$ cat config.mk
export PLATFORM = sky130hd
export DESIGN_NAME = counter
export DESIGN_NICKNAME = d
export VERILOG_FILES = /design/src/rtl/counter_pkg.sv /design/src/rtl/counter_tick_prescaler.sv /design/src/rtl/counter.sv
export SDC_FILE = /design/constraint.sdc
export NUM_CORES = 1
export LEC_CHECK = 0
export CAP_MARGIN = 25
export CORE_MARGIN = 3
export CORE_UTILIZATION = 52
export DETAILED_ROUTE_END_ITERATION = 8
export PLACE_DENSITY = 0.79
export RECOVER_POWER = 50
export SETUP_SLACK_MARGIN = 0.05
export SLEW_MARGIN = 0
export SYNTH_ARGS = -nofsm -noshare
export SYNTH_HDL_FRONTEND = slang
export SYNTH_SLANG_ARGS = --single-unit
$ cat constraint.sdc
create_clock -name clk -period 3.67 [get_ports clk]
set_clock_uncertainty 0.05 [all_clocks]
set_input_delay 0.5505 -clock clk [delete_from_list [all_inputs] [get_ports clk]]
set_output_delay 0.5505 -clock clk [all_outputs]
set_load 0.05 [all_outputs]
$ cat src/rtl/counter_pkg.sv
// Shared widths, build defaults and the seconds-advance rule for the elapsed-seconds counter.
package counter_pkg;

   localparam int SECONDS_W           = 10;
   localparam int DEFAULT_CLK_FREQ_HZ = 2_500_000;
   localparam int DEFAULT_MAX_SECONDS = 999;

   // Value seconds takes on a tick: +1, and at the top either wrap to 0 or hold.
   function automatic logic [SECONDS_W-1:0] next_seconds(
      input logic [SECONDS_W-1:0] cur,
      input logic [SECONDS_W-1:0] max_val,
      input logic                 saturate
   );
      logic [SECONDS_W-1:0] nxt;
      nxt = cur + SECONDS_W'(1);
      if (cur >= max_val) begin
         nxt = saturate ? max_val : '0;
      end
      return nxt;
   endfunction

endpackage

$ cat src/rtl/counter_tick_prescaler.sv
// Free-running 0..DIV-1 prescaler; tick is a registered one-cycle pulse on each wrap.
// wrap flags the last count so the parent can update state on the same edge as tick.
module tick_prescaler #(
   parameter int DIV = 4
) (
   input  logic clk,
   input  logic rst,
   output logic tick,
   output logic wrap
);

   localparam int W = (DIV < 2) ? 1 : $clog2(DIV);
   localparam logic [W-1:0] LAST = W'(DIV - 1);

   if (DIV < 2) begin : g_bad_div
      $error("tick_prescaler: DIV must be at least 2");
   end

   logic [W-1:0] count;

   assign wrap = (count == LAST);

   always_ff @(posedge clk or posedge rst) begin
      if (rst) begin
         count <= '0;
         tick  <= 1'b0;
      end else begin
         tick  <= wrap;
         count <= wrap ? '0 : count + W'(1);
      end
   end

endmodule

$ cat src/rtl/counter.sv
// Elapsed-seconds counter: prescaled one-second tick plus a seconds register.
// Build option COUNTER_SATURATE_EN: seconds holds at MAX_SECONDS instead of wrapping to 0.
module counter
   import counter_pkg::*;
#(
   parameter int CLK_FREQ_HZ = DEFAULT_CLK_FREQ_HZ,
   parameter int MAX_SECONDS = DEFAULT_MAX_SECONDS
) (
   input  logic                 clk,
   input  logic                 rst,
   output logic [SECONDS_W-1:0] seconds,
   output logic                 tick
);

   if (MAX_SECONDS > 1023 || MAX_SECONDS < 0) begin : g_bad_max
      $error("counter: MAX_SECONDS must be in 0..1023");
   end

`ifdef COUNTER_SATURATE_EN
   localparam logic SATURATE = 1'b1;
`else
   localparam logic SATURATE = 1'b0;
`endif

   localparam logic [SECONDS_W-1:0] MAX_VAL = SECONDS_W'(MAX_SECONDS);

   logic wrap;

   tick_prescaler #(
      .DIV (CLK_FREQ_HZ)
   ) u_prescaler (
      .clk  (clk),
      .rst  (rst),
      .tick (tick),
      .wrap (wrap)
   );

   // Advance on the wrap edge so the new value appears in the same cycle as tick.
   always_ff @(posedge clk or posedge rst) begin
      if (rst) begin
         seconds <= '0;
      end else if (wrap) begin
         seconds <= next_seconds(seconds, MAX_VAL, SATURATE);
      end
   end

endmodule

======== Word level (Yosys, flattened, before mapping) ========
Index checks and enable logic that the tools add are counted.
storage, ports and cells
  output and inout port bits .............. 11
  bits of input ports ..................... 2
  logic and storage cells ................. 9
  flip-flop bits (word level) ............. 33
operators by class
  $add $sub $neg .......................... 2
  magnitude comparators ................... 1
  equality and inequality tests ........... 1
  muxes and demuxes ....................... 2
operator list
  cell                     number
  $add A22 B1 Y22 const B  1
  $eq A22 B22 Y1 const B   1
  $mux W22                 1
  $add A10 B1 Y10 const B  1
  $ge A10 B10 Y1 const B   1
  $mux W10                 1

======== Depth between registers and ports, before layout ========
Gate-level depths: netlist of run 1.
  depth in word-level cells ............... 2
  depth in mapped cells ................... 8
  depth with buffers taken out ............ 7

======== Hierarchy ========
A second synthesis of run 1 with hierarchy kept.
second synthesis, totals
  cell total of the unflattened synthesis .. 153
  area total of the unflattened synthesis .. 1590.3 µm²
modules (own cells, without submodules)
  module          cells each  area an instance (µm²)  seq. area each (µm²)  instances
  tick_prescaler  102         1084.8                  575.6                 1
  counter         51          505.5                   250.2                 1

======== Worst setup path after synthesis of run 1 ========
No wires, ideal clock.
  kind .................................... register to register
  start ................................... register u_prescaler.count[0]
  end ..................................... register seconds[8]
  buffers on the path ..................... 1
  required time ........................... 3553 ps
  path slack .............................. 1683 ps
  arrival ................................. 1870 ps
  library setup time ...................... 67 ps
  cell stages (with the launch flop) ...... 8
  clock period less this slack ............ 1987 ps
  cells stage by stage .................... dfrtp_1 -> ha_1 -> and4_1 -> nand2_1 -> or3_1 -> buf_2 -> or4_1 -> nand2_1
between the ends
  word-level cells in the longest chain between the ends .. 1
RTL lines
  element                 line                          text
  from (decl)             counter_tick_prescaler.sv:19  logic [W-1:0] count;
  from (signal assigned)  counter_tick_prescaler.sv:29  count <= wrap ? '0 : count + W'(1);
  $eq A22 B22 Y1          counter_tick_prescaler.sv:21  assign wrap = (count == LAST);
  to (signal assigned)    counter.sv:43                 seconds <= next_seconds(seconds, MAX_VAL, SATURATE);
  to (decl)               counter.sv:11                 output logic [SECONDS_W-1:0] seconds,
Every way passes these cells.
A chain may end at the register's enable or synchronous reset.

======== Worst setup path after layout of run 1 ========
  start ................................... register u_prescaler.count[0]
  end ..................................... register seconds[2]
between the ends
  word-level cells in the longest chain between the ends .. 1
RTL lines
  element               line                          text
  $eq A22 B22 Y1        counter_tick_prescaler.sv:21
  via u_prescaler.wrap  counter_tick_prescaler.sv:9   output logic wrap
The timed path passes the listed nets, and every way through them passes these cells.

==> qor.yml, run 1 <==
die:
  num_rows: 19
  fp.coreArea_um2: 2810
  start_util: 0.558
  die_w_um: 60.9
  die_h_um: 60.9
  io_pins: 13
  die-area_um2: 3700
clock_tree:
  postCtsResizedCells: 0
  postCtsSetupBuffers: 0
  hold_buffers: 0
  cts-root-buf: "clkbuf_4"
  cts_max_level: 2
  insertion_delay_ns: 0.34
  path_clk_slew_ns: 0.10
  cts_tree: "built"
  cts_buffer_depth: 2
  cts_inserted_buffers: 5
  clock_sinks: 33
layout:
  n_fill_cell: 243
  layout.nets: 179
  multi_input_area_um2: 716
  diodes: 0
  regArea_um2: 826
  fin_util: 0.641
  area_growth_pct: 14.8
  drive_above_1_share: 0.0398
synth:
  yosysWarningCount: 0
  netlist_instances: 159
  synth_enable_flop_cells: 0
  synthFlopType: "dfrtp_1"
  synth.mux.area_fraction: 0
  synth_nets: 163
  yosysSeqAreaShare: 0.528
  ys_seq_elements: 33
  synth_area_um2: 1570
  ys_types: 31
  synth_xor_area_frac: 0.0951
  synth_compound_area_frac: 0.0903
  synth_fa_ha_area_frac: 0.0160
  avgSynthCellArea_um2: 9.84
  yosys.area_share.simple: 0.256
  async_flop_share: 1.00
  synth_top_family_by_area: "simple AND/OR/NAND/NOR gates"
detailed_routing:
  ant_nets: 0
  vias: 1216
  routed_wl_um: 2870
  vias_per_cell: 5.87
  drt-initial-drc-count: 33
  firstDrtPassIters: 4
  remaining_drc_errors: 0
  wl_per_cell_um: 13.9
timing:
  period_minus_slack_ns: 2.37
  maxSlewHeadroom: 0.193
  tightest_slew_ns: 1.21
  hold_viol: 0
  setup_violations: 0
  slew_violations: 0
  timing.setup.tns_ns: 0
  max_freq_mhz: 422
  rsz0062_at_grt: "false"
  finalCritPeriodShare: 0.646
pwr:
  power.leakage_nw: 0.769
  internal_power_uw: 527
  power_density_nw_per_um2: 364
  seq_power_share: 0.555
  power_frac_comb: 0.012
  peakVddDrop_v: 0.000207
  switching_share: 0.195
  power.switching_uw: 128
  p_clk_frac: 0.433
setup_path:
  arrival_ns: 2.54
  cp.required_ns: 3.84
  startpoint_type: "flop"
  cp_top_family: "simple AND/OR/NAND/NOR gates"
  path_buf_inv: 1
  critical_path_class: "flop to flop"
  slowest_stage: "or3_1"
  cp_cell_sequence: "ha_1 > and4_1 > nand2_1 > or3_1 > clkinv_1 > nand2b_1 > o21ai_0"
  worst-path-max-fanout: 19
  crit_path_max_incr_delay_ns: 0.46
  end_kind: "flop"
global_route:
  globalRoute.totalOverflow: 0
  grtUsageTotal: 0.178
  grt_antenna_before_repair: 0
  grt_start_max_net_pins: 25
  grt_pass1_wl_um: 4790
  grt_pass1_vias: 1065
status:
  run_status: "completed"
placed_design:
  gp_congestion: 0.790
  portBuffers: 12
  dp_hpwl_um: 2050
min_path:
  hold_path.class: "flop to flop"
job:
  maxCapViolations: 0
-- synthesized netlist by cell type, types with 2 or more instances --
cell | number | area (um^2)
clkbuf_1 | 2 | 7.51
xnor2_1 | 10 | 87.6
nand2_1 | 15 | 56.3
o21ai_0 | 17 | 85.1
nor2_1 | 19 | 71.3
and4_1 | 3 | 26.3
ha_1 | 2 | 25.0
or3_1 | 2 | 12.5
nand2b_1 | 5 | 31.3
a31oi_1 | 2 | 12.5
nand4_1 | 7 | 43.8
xor2_1 | 7 | 61.3
dfrtp_1 | 33 | 826
and3_1 | 6 | 37.5
nand3_1 | 11 | 55.1
o31ai_1 | 3 | 22.5
-- flip-flops by register name, summed over array words and instances (netlist names) --
signal             count
u_prescaler.tick       1
seconds               10
u_prescaler.count     22
-- final timing paths --
| kind | startpoint | endpoint | slack, ns | depth (start not counted) |
|---|---|---|---|---|
| worst max-delay path | u_prescaler.count[0] | seconds[2] | 1.30 | 7 |
| worst min-delay path | u_prescaler.count[21] | u_prescaler.count[21] | 0.44 | 1 |
| worst max register to register | u_prescaler.count[0] | seconds[2] | 1.30 | 7 |
| worst min register to register | u_prescaler.count[21] | u_prescaler.count[21] | 0.44 | 1 |
| max in group asynchronous | rst | u_prescaler.count[18] | 1.56 | 3 |
| min in group asynchronous | rst | seconds[0] | 0.56 | 2 |
-- worst reg2reg max path, stage by stage, from the launching register on --
cell      delay [ns]
dfrtp_1         0.42
ha_1            0.26
and4_1          0.19
nand2_1         0.07
or3_1           0.46
clkinv_1        0.42
nand2b_1        0.27
o21ai_0         0.12
-- power by group through the flow --
stage          clock network, mW  logic, mW  registers, mW
2_1_floorplan                  0    0.00536          0.370
3_3_place_gp                   0    0.00885          0.370
3_5_place_dp                   0    0.00929          0.370
4_1_cts                    0.289    0.00922          0.363
5_1_grt                    0.305    0.00953          0.363
6_report                   0.284    0.00786          0.363
-- routing by layer --
metal / vias to the layer above / track usage / share of wire
met2: 30 / 0.253 / 0.43
met5: - / 0 / 0
li1: 594 / - / -
met1: 585 / 0.250 / 0.51
met4: 0 / 0.0929 / 0.021
met3: 7 / 0.0447 / 0.043
-- kinds of logic (layout without fill, tap and decap cells) --
logic type               after synthesis  in the layout
AO/OA/AOI/OAI                         25             25
XOR/XNOR                              17             17
adder cells (fa/ha/maj)                2              2
buffers and inverters                  6             23
flip-flops                            33             33
AND/OR/NAND/NOR                       76             76
-- layout make-up --
cell class	count	area share
clock buffers	7	0.0306
repair buffers	13	0.0689
flip-flops and latches	33	0.460
clock inverters	1	0.0167
well taps	31	0.0216
inverters	2	0.00418
multi-input cells	120	0.398
-- cell usage in the layout, fill, tap and decap left out, drive strengths merged --
cell type      Yosys  layout
or3                2       2
xor2               7       7
nor4               1       1
nor3               1       1
clkdlybuf4s50      0      11
a211o              1       1
o21ai             17      17
or4                1       1
bufinv             0       1
nand2b             5       5
xnor2             10      10
inv                1       1
clkinv             1       1
and3               6       6
and2               1       1
nand3             11      11
a21oi              1       1
clkbuf             2       8
nand4              7       7
ha                 2       2
and4bb             1       1
nand4bb            1       1
dlygate4sd3        0       1
and4               3       3
nor4b              1       1
nor2              19      19
o211ai             1       1
o31ai              3       3
dfrtp             33      33
nand2             15      15
nand4b             1       1
a31oi              2       2
-- through the flow --
step	power [mW]	instance area (um^2)	cells	hold WS, ns	setup slack, ns
6_report	0.655	1800	207	0.444	1.30
5_1_grt	0.678	1800	207	0.453	1.02
4_1_cts	0.661	1800	207	0.431	1.28
3_5_place_dp	0.380	1720	199	0.428	1.31
3_3_place_gp	0.379	1720	199	0.415	1.42
2_1_floorplan	0.376	1570	159	0.394	1.68
No activity file was read; power rests on OpenSTA's default activity.
==> inputs of run 2 (changes only) <==
--- a/config.mk
+++ b/config.mk
@@ -7,9 +7,9 @@
 export LEC_CHECK = 0
 export CAP_MARGIN = 25
 export CORE_MARGIN = 3
-export CORE_UTILIZATION = 52
+export CORE_UTILIZATION = 51
 export DETAILED_ROUTE_END_ITERATION = 8
-export PLACE_DENSITY = 0.79
+export PLACE_DENSITY = 0.8
 export RECOVER_POWER = 50
 export SETUP_SLACK_MARGIN = 0.05
 export SLEW_MARGIN = 0
==> constraint.sdc (replaced) <==
create_clock -name clk -period 2.11 [get_ports clk]
set_clock_uncertainty 0.05 [all_clocks]
set_input_delay 0.3165 -clock clk [delete_from_list [all_inputs] [get_ports clk]]
set_output_delay 0.3165 -clock clk [all_outputs]
set_load 0.05 [all_outputs]
==> qor.yml, run 2 (synthesis gave the netlist of run 1 again) <==
setup_path:
  r2r-start: "u_prescaler.count[0]"
  end_kind: "flop"
  critical_path_class: "flop to flop"
  endpoint: "seconds[8]"
  cp_cell_sequence: "ha_4 > and4_4 > nand2_1 > or3_1 > or4_1 > nand2_1"
  cpMostUsedCell: "nand2_1"
  worst-path-max-fanout: 4
  path_buf_inv: 0
  cp.depth: 6
  cp_top_family: "simple AND/OR/NAND/NOR gates"
  crit_path_max_incr_delay_ns: 0.51
  rrSetupSlack_ns: 0.14
  cp.required_ns: 2.34
  rr_worst_depth: 6
  slowest_stage: "or4_1"
  startpoint_type: "flop"
  arrival_ns: 2.20
  r2r-end: "seconds[8]"
  critPathLaunch: "u_prescaler.count[0]"
global_route:
  grt_antenna_before_repair: 0
  grt_start_max_net_pins: 34
  globalRoute.totalOverflow: 0
  grt_pass1_wl_um: 5410
  grtUsageTotal: 0.193
  grt_pass1_vias: 1203
die:
  fp.coreArea_um2: 2830
  io_pins: 13
  die-area_um2: 3770
  die_w_um: 61.4
  num_rows: 19
  start_util: 0.553
  die_h_um: 61.4
placed_design:
  dp_hpwl_um: 2160
  dp.cells: 203
  portBuffers: 12
  gp_congestion: 0.875
  pre_cts_ws_ns: 0.106
clock_tree:
  postCtsSetupBuffers: 0
  cts_buffer_depth: 2
  clock_sinks: 33
  cts_inserted_buffers: 5
  cts_tree: "built"
  path_clk_slew_ns: 0.10
  insertion_delay_ns: 0.33
  cts_max_level: 2
  hold_buffers: 0
  cts-root-buf: "clkbuf_4"
status:
  run_status: "completed"
layout:
  regArea_um2: 826
  reg_top3: "u_prescaler.count x22, seconds x10, u_prescaler.tick x1"
  drive_above_1_share: 0.0667
  largest_reg_flops: 22
  layout.nets: 183
  final_cells: 211
  fin_util: 0.641
  n_fill_cell: 242
  diodes: 0
  top_register: "u_prescaler.count"
  multi_input_area_um2: 731
  final_cell_mix: "dfrtp_1, nor2_1, nand2_1, o21ai_0, nand3_1"
  final_common_cell: "dfrtp_1"
  area_growth_pct: 15.9
detailed_routing:
  remaining_drc_errors: 0
  vias: 1265
  firstDrtPassIters: 4
  vias_per_cell: 6.00
  drt-initial-drc-count: 57
  routed_wl_um: 3130
  ant_nets: 0
  wl_per_cell_um: 14.8
min_path:
  hold_path.class: "flop to flop"
  min_delay_path_depth: 1
timing:
  whs_ns: 0.443
  hold_viol: 0
  max_freq_mhz: 507
  timing.setup.tns_ns: 0
  period_minus_slack_ns: 1.97
  maxSlewHeadroom: 0.468
  fin_ws_ns: 0.138
  setup_violations: 0
  slew_violations: 0
  tightest_slew_ns: 0.797
  finalCritPeriodShare: 0.935
  rsz0062_at_grt: "false"
pwr:
  power_density_nw_per_um2: 540
  power.leakage_nw: 0.830
  peakVddDrop_v: 0.000343
job:
  maxCapViolations: 0
run 2: routing by layer:
metal	global-route usage	routed length [um]	vias up	part of all wire
li1	-	-	604	-
met1	0.260	1440	635	0.46
met2	0.307	1530	21	0.49
met3	0.0440	119	5	0.038
met4	0.0727	42	0	0.013
met5	0	0	-	0
run 2: area by class of cell:
class | count | share of cell area
clock buffer | 8 | 0.0269
tap | 31 | 0.0214
sequential | 33 | 0.455
multi-input combinational | 120 | 0.403
inverter | 2 | 0.00414
timing repair buffer | 17 | 0.0897
run 2: worst min path at each step:
stage / startpoint / to
floorplan: u_prescaler.count[21] / u_prescaler.count[21]
global placement: u_prescaler.count[0] / u_prescaler.count[0]
detailed placement: u_prescaler.count[21] / u_prescaler.count[21]
CTS: rst / seconds[5]
global route: u_prescaler.count[21] / u_prescaler.count[21]
finish: u_prescaler.count[21] / u_prescaler.count[21]
run 2: metrics by stage:
step	area, um^2	total power, mW
after floorplan	1570	0.654
after global placement	1750	0.660
after detailed placement	1750	0.661
after CTS	1790	0.995
after global routing	1810	1.03
final	1810	0.980
run 2: what timing repair did:
| action | CTS | global route |
|---|---|---|
| setup endpoints to repair | 0 | 19 |
| gates resized for setup | 0 | 9 |
| hold endpoints to repair | 0 | 0 |
run 2: report_power, final:
group          leakage (nW)  switching (mW)  internal [mW]  total, mW
sequential            0.447               0          0.632      0.632
combinational         0.357          0.0120        0.00196     0.0139
clock                0.0265           0.202          0.133      0.335
